<file path="config.mk">
export PLATFORM = sky130hd
export DESIGN_NAME = exc_ctrl
export DESIGN_NICKNAME = d
export VERILOG_FILES = /design/src/rtl/exc_ctrl_pkg.sv /design/src/rtl/exc_ctrl_prio_enc.sv /design/src/rtl/exc_ctrl.sv
export SDC_FILE = /design/constraint.sdc
export NUM_CORES = 1
export LEC_CHECK = 0
export CAP_MARGIN = 20
export CORE_AREA = 4 4 107 109
export CTS_CLUSTER_DIAMETER = 40
export DETAILED_ROUTE_END_ITERATION = 10
export DIE_AREA = 0 0 111 113
export GPL_TIMING_DRIVEN = 0
export PLACE_DENSITY = 0.77
export SYNTH_ARGS = -nofsm -noshare
export SYNTH_HDL_FRONTEND = slang
export SYNTH_SLANG_ARGS = --single-unit
</file>
<file path="constraint.sdc">
create_clock -name clk -period 2.58 [get_ports clk]
set_clock_uncertainty 0.2 [all_clocks]
set_input_delay 0.645 -clock clk [delete_from_list [all_inputs] [get_ports clk]]
set_output_delay 0.645 -clock clk [all_outputs]
set_load 0.05 [all_outputs]
</file>
<file path="src/rtl/exc_ctrl_pkg.sv">
// Shared exception definitions: ExcCodes, WB flag bit positions, CP0 Status/Cause fields.
package exc_ctrl_pkg;

  localparam int unsigned EXCODE_W = 5;
  localparam int unsigned FLAG_W   = 7;

  localparam logic [EXCODE_W-1:0] EX_INT  = 5'd0;
  localparam logic [EXCODE_W-1:0] EX_ADEL = 5'd4;
  localparam logic [EXCODE_W-1:0] EX_ADES = 5'd5;
  localparam logic [EXCODE_W-1:0] EX_SYS  = 5'd8;
  localparam logic [EXCODE_W-1:0] EX_BP   = 5'd9;
  localparam logic [EXCODE_W-1:0] EX_RI   = 5'd10;
  localparam logic [EXCODE_W-1:0] EX_OV   = 5'd12;

  localparam int unsigned FL_ADEL_F = 0;
  localparam int unsigned FL_RI     = 1;
  localparam int unsigned FL_SYS    = 2;
  localparam int unsigned FL_OV     = 3;
  localparam int unsigned FL_BP     = 4;
  localparam int unsigned FL_ADEL_D = 5;
  localparam int unsigned FL_ADES   = 6;

  localparam int unsigned ST_IE  = 0;
  localparam int unsigned ST_EXL = 1;
  localparam int unsigned IM_LSB = 8;
  localparam int unsigned IM_MSB = 15;

  typedef enum logic [1:0] {
    BV_ZERO,
    BV_PC,
    BV_DATA
  } bv_sel_e;

  typedef enum logic [1:0] {
    S_IDLE,
    S_FLUSH,
    S_REDIRECT
  } exc_state_e;

  typedef struct packed {
    logic                hit;
    logic [EXCODE_W-1:0] excode;
    bv_sel_e             bv_sel;
  } prio_res_t;

endpackage

</file>
<file path="src/rtl/exc_ctrl_prio_enc.sv">
// Exception priority encoder: pending interrupt and WB flags to {hit, excode, badvaddr source}.
module exc_ctrl_prio_enc
  import exc_ctrl_pkg::*;
(
  input  logic              int_req,
  input  logic [FLAG_W-1:0] flags,
  output prio_res_t         res
);

  always_comb begin
    res = '{hit: 1'b1, excode: EX_INT, bv_sel: BV_ZERO};
    if (int_req) begin
      res.excode = EX_INT;
    end else if (flags[FL_ADEL_F]) begin
      res.excode = EX_ADEL;
      res.bv_sel = BV_PC;
    end else if (flags[FL_RI]) begin
      res.excode = EX_RI;
    end else if (flags[FL_OV]) begin
      res.excode = EX_OV;
    end else if (flags[FL_SYS]) begin
      res.excode = EX_SYS;
    end else if (flags[FL_BP]) begin
      res.excode = EX_BP;
    end else if (flags[FL_ADEL_D]) begin
      res.excode = EX_ADEL;
      res.bv_sel = BV_DATA;
    end else if (flags[FL_ADES]) begin
      res.excode = EX_ADES;
      res.bv_sel = BV_DATA;
    end else begin
      res.hit = 1'b0;
    end
  end

endmodule

</file>
<file path="src/rtl/exc_ctrl.sv">
// WB exception/interrupt sequencer: CP0 commit strobes, pipeline flush and fetch redirect.
// Optional EXC_STATS_EN adds exc_count/eret_count event counters.
module exc_ctrl
  import exc_ctrl_pkg::*;
#(
  parameter logic [31:0] EXC_VECTOR   = 32'hBFC00380,
  parameter int unsigned FLUSH_CYCLES = 1
) (
  input  logic                clk,
  input  logic                rst,
  input  logic                ws_valid,
  input  logic [31:0]         ws_pc,
  input  logic                ws_bd,
  input  logic [FLAG_W-1:0]   ws_ex_flags,
  input  logic [31:0]         ws_badvaddr,
  input  logic                ws_eret,
  input  logic [31:0]         c0_status,
  input  logic [31:0]         c0_cause,
  input  logic [31:0]         c0_epc,
  input  logic                fs_redirect_ready,
  output logic                wb_ex,
  output logic [EXCODE_W-1:0] wb_excode,
  output logic                wb_bd,
  output logic [31:0]         wb_pc,
  output logic [31:0]         wb_badvaddr,
  output logic                eret_flush,
  output logic                pipe_flush,
  output logic                redirect_valid,
  output logic [31:0]         redirect_pc,
  output logic                int_pending
`ifdef EXC_STATS_EN
  ,
  output logic [31:0]         exc_count,
  output logic [31:0]         eret_count
`endif
);

  localparam int unsigned CNT_W = 3;

  exc_state_e       state;
  logic [CNT_W-1:0] cnt;
  logic             int_req;
  logic             rst_q;
  logic             int_pend_raw;
  logic             accept;
  logic             take_ex;
  logic             take_eret;
  logic             int_taken;
  prio_res_t        prio;
  logic             unused_bits;

  assign int_pend_raw = c0_status[ST_IE] & ~c0_status[ST_EXL]
                      & (|(c0_status[IM_MSB:IM_LSB] & c0_cause[IM_MSB:IM_LSB]));
  assign unused_bits  = ^{c0_status[31:16], c0_status[7:2], c0_cause[31:16], c0_cause[7:0]};

  exc_ctrl_prio_enc u_prio (
    .int_req (int_req),
    .flags   (ws_ex_flags),
    .res     (prio)
  );

  // Strobes are suppressed in reset and the cycle after it.
  assign accept    = (state == S_IDLE) & ws_valid & ~rst & ~rst_q & (prio.hit | ws_eret);
  assign take_ex   = accept & prio.hit;
  assign take_eret = accept & ~prio.hit;
  assign int_taken = take_ex & int_req;

  assign wb_ex       = take_ex;
  assign wb_excode   = take_ex ? prio.excode : '0;
  assign wb_bd       = take_ex & ws_bd;
  assign wb_pc       = take_ex ? ws_pc : '0;
  assign wb_badvaddr = !take_ex              ? '0 :
                       (prio.bv_sel == BV_PC)   ? ws_pc :
                       (prio.bv_sel == BV_DATA) ? ws_badvaddr : '0;
  assign eret_flush  = take_eret;
  assign int_pending = int_pend_raw & ~rst & ~rst_q;

  always_ff @(posedge clk) begin
    rst_q <= rst;
    if (rst) begin
      state          <= S_IDLE;
      cnt            <= '0;
      int_req        <= 1'b0;
      redirect_pc    <= '0;
      pipe_flush     <= 1'b0;
      redirect_valid <= 1'b0;
    end else begin
      // Held across FLUSH/REDIRECT; only a quiet IDLE cycle drops it.
      if (int_taken) begin
        int_req <= 1'b0;
      end else if (int_pend_raw) begin
        int_req <= 1'b1;
      end else if (state == S_IDLE) begin
        int_req <= 1'b0;
      end

      case (state)
        S_IDLE: begin
          if (accept) begin
            state       <= S_FLUSH;
            pipe_flush  <= 1'b1;
            cnt         <= '0;
            redirect_pc <= take_ex ? EXC_VECTOR : c0_epc;
          end
        end
        S_FLUSH: begin
          if (cnt == CNT_W'(FLUSH_CYCLES - 1)) begin
            state          <= S_REDIRECT;
            redirect_valid <= 1'b1;
          end else begin
            cnt <= cnt + CNT_W'(1);
          end
        end
        S_REDIRECT: begin
          if (fs_redirect_ready) begin
            state          <= S_IDLE;
            pipe_flush     <= 1'b0;
            redirect_valid <= 1'b0;
          end
        end
        default: begin
          state          <= S_IDLE;
          pipe_flush     <= 1'b0;
          redirect_valid <= 1'b0;
        end
      endcase
    end
  end

`ifdef EXC_STATS_EN
  always_ff @(posedge clk) begin
    if (rst) begin
      exc_count  <= '0;
      eret_count <= '0;
    end else begin
      if (take_ex)   exc_count  <= exc_count + 32'd1;
      if (take_eret) eret_count <= eret_count + 32'd1;
    end
  end
`endif

endmodule

</file>
==> summary.txt <==
Synthesis
  – Seq/Total Area, Yosys: 36.3%
  – Synth async-reset ratio: 0%
  – Library cells used by synthesis: 40
  – Mapped Area: 2260 µm²
  – Post-synth EDFFs: 0
  – Instance count of the mapped netlist: 258
  – YS warnings: 0
  – Top FF cell, synth: dfxtp_1
  – Net count after synthesis: 433
  – Syn_area_per_cell: 8.76 µm²
  – Register bit total from synthesis: 41

Floorplan
  – Total I/O pin count: 280
  – FP Rows: 38
  – Initial Utilization: 21.3%
  – Vert. Die Dim: 113 µm
  – Core ar.: 10,600 µm²
  – Die ar.: 12,500 µm²
  – Die width: 111 µm

Placement
  – Worst slack at placement: -1.61 ns
  – Port Buffer Count: 232
  – Global placer's final weighted congestion: 0.863
  – Dpl hpwl: 10,200 µm
  – DP Area: 5010 µm²

Cells and area
  – Post-Route Utilization: 60.4%
  – Share of cells above drive strength 1: 44.7%
  – Area growth, synth to finish: 183%
  – # nets final: 715
  – Final instance area: 6400 µm²

Setup path
  – Arr. time, crit path: 2.00 ns
  – Crit-path max FO: 10
  – Slowest cell delay on critical path: 0.26 ns
  – Most used cell along the critical path: buf_6
  – Critical path capture point type: output port
  – FF-to-FF path depth: 8
  – CP Data Required Time: 1.74 ns
  – Slowest-stage cell, CP: nor3b_4
  – CP Launch Type: input port
  – Crit Path Category: input port to output port
  – Critical path cell sequence: buf_6 -> nor3b_4 -> nand2_4 -> buf_4 -> nor3_4 -> buf_6 -> buf_12 -> a22o_4 -> buf_8

Detailed routing
  – Initial drt markers: 112
  – Via count: 3,372
  – DR WL/cell: 20.7 µm
  – Drt via density: 4.94
  – Final ANT Viol Nets: 0
  – DRC viols: 0
  – First drt pass iteration count: 4
  – Routed WL: 14,100 µm

Clock tree
  – Sink Count: 41
  – Clock root cell: clkbuf_8
  – Clk Latency, worst-skew pair: 0.28 ns
  – H-tree depth: 2
  – Worst-path clk slew: 0.08 ns
  – CTS Buffer Depth: 2
  – CTS Buf Count: 5
  – CTS tree: built
  – CTS Hold Bufs: 0

Global route
  – Gr usage total: 20.6%
  – Total gr overflow: 0
  – First-pass GRT wire length: 20,100 µm
  – Initial antenna violation count: 3
  – Vias in the first global route: 3,562
  – Largest net degree at the start of global routing: 13

STA
  – Fin. max-slew vios: 0
  – Final period utilization: 110%
  – F_max: 351 MHz
  – Setup_tns: -12.13 ns
  – Final min period: 2.85 ns
  – RSZ-0062 raised after global routing: true
  – Slew @ Worst Pin: 0.525 ns
  – Rel. slew slack: 64.9%
  – Final setup fails: 72
  – Final Hold Viols: 0
  – Fin worst setup slack: -0.266 ns

Run status
  – Failing checks: setup timing
  – Status: complete, but fails checks

Min path
  – Worst hold stages: 2
  – Worst min path class: flop to flop

Power
  – Max VDD drop: 0.000237 V
  – Leakage: 2.75 nW
  – Total power draw: 1.89 mW
  – PD cells: 294 nW/µm²

Flow run
  – Max Cap Viol: 0
cells in the final DEF (no fill, tap or decap), types with 2 or more instances in the layout:
| master | synthesis | final |
|---|---|---|
| nor3_4 | 0 | 3 |
| inv_1 | 5 | 4 |
| buf_4 | 5 | 29 |
| clkbuf_1 | 9 | 3 |
| buf_6 | 2 | 21 |
| xnor2_1 | 2 | 2 |
| nand2_4 | 0 | 2 |
| buf_12 | 0 | 6 |
| nor3_1 | 16 | 15 |
| nand2_8 | 0 | 2 |
| clkdlybuf4s50_1 | 0 | 144 |
| clkbuf_8 | 0 | 11 |
| buf_8 | 0 | 78 |
| nand2_1 | 9 | 6 |
| nor4_4 | 2 | 2 |
| dlymetal6s2s_1 | 0 | 6 |
| nor2_1 | 19 | 16 |
| a22oi_1 | 4 | 4 |
| buf_2 | 8 | 4 |
| and3_4 | 0 | 33 |
| a21oi_1 | 16 | 16 |
| dfxtp_1 | 41 | 38 |
| dfxtp_4 | 0 | 2 |
| nand3_1 | 3 | 3 |
| a22o_1 | 52 | 20 |
| ha_1 | 2 | 2 |
| o21ai_0 | 3 | 3 |
| nor2b_1 | 2 | 2 |
| a22o_4 | 0 | 31 |
| nor2_2 | 0 | 2 |
power by group:
part,switching [mW],leakage (nW),internal (mW)
Clock,0.214,0.0585,0.315
Sequential,0.0159,0.334,0.648
Combinational,0.320,2.36,0.372
Total,0.550,2.75,1.34
per-layer routing:
layer / track usage [%] / wire length (µm)
met5: 0 / 27
met2: 33.5 / 6490
met4: 4.43 / 250
met1: 25.0 / 5820
met3: 9.89 / 1490
metrics by stage:
step / hold slack, ns / std cells
4_1_cts: 0.272 / 678
5_1_grt: 0.260 / 681
3_5_place_dp: 0.256 / 630
3_3_place_gp: 0.256 / 630
6_report: 0.272 / 682
2_1_floorplan: 0.345 / 258
final timing paths:
| path | startpoint | to | slack (ns) |
|---|---|---|---|
| setup / recovery | ws_valid | wb_badvaddr[25] | -0.27 |
| hold / removal | pipe_flush | pipe_flush | 0.27 |
| setup reg to reg | int_req | redirect_pc[7] | 0.50 |
| hold reg to reg | pipe_flush | pipe_flush | 0.27 |
cells by family (layout without fill, tap and decap cells):
kind of cell	count (synthesis)	in the layout	share of synthesized area, %
and+or+nand+nor	101	102	26.7
AOI/OAI and AO/OA	81	81	28.0
DFF	41	41	36.3
buffers and inverters	30	312	6.92
adders and majority gates	2	2	1.11
xor gates and xnor gates	2	2	0.775
other	1	2	0.166
Yosys cell counts (2+ instances only):
| cell | count | area (µm²) |
|---|---|---|
| a21oi_1 | 16 | 80.1 |
| a22o_1 | 52 | 455 |
| a22oi_1 | 4 | 30.0 |
| and2_1 | 2 | 12.5 |
| and3_1 | 34 | 213 |
| and4_1 | 2 | 17.5 |
| buf_2 | 8 | 40.0 |
| buf_4 | 5 | 37.5 |
| buf_6 | 2 | 22.5 |
| clkbuf_1 | 9 | 33.8 |
| dfxtp_1 | 41 | 821 |
| ha_1 | 2 | 25.0 |
| inv_1 | 5 | 18.8 |
| nand2_1 | 9 | 33.8 |
| nand3_1 | 3 | 15.0 |
| nor2_1 | 19 | 71.3 |
| nor2b_1 | 2 | 12.5 |
| nor3_1 | 16 | 80.1 |
| nor3_2 | 2 | 20.0 |
| nor4_4 | 2 | 42.5 |
| o21ai_0 | 3 | 15.0 |
| xnor2_1 | 2 | 17.5 |
layout make-up:
| class | instances | area, µm² |
|---|---|---|
| Clock buffer | 7 | 86.3 |
| Tap cell | 140 | 175 |
| Buffer | 23 | 275 |
| Timing Repair Buffer | 276 | 3130 |
| Multi-Input combinational cell | 188 | 1850 |
| Clock inverter | 1 | 30.0 |
| Antenna cell | 1 | 2.50 |
| Sequential cell | 41 | 830 |
| Fill cell | 825 | 4200 |
| Inverter | 5 | 21.3 |
state kept, by name, summed over array words and instances (netlist names):
| signal | cells |
|---|---|
| pipe_flush | 1 |
| rst_q | 1 |
| cnt | 3 |
| int_req | 1 |
| redirect_pc | 32 |
| state | 2 |
| redirect_valid | 1 |
what timing repair did:
action	in CTS	in global routing
gates resized for setup	678	95
buffers inserted	30	6
endpoints found under the setup margin	72	72
pin swaps	17	34
gates cloned	11	0
worst max-delay path, delay by kind of cell:
family / cells / cell delay (ns)
compound gates: 1 / 0.15
buf+inv: 5 / 0.69
simple gates: 3 / 0.51
Power figures use the tool's default switching activity.
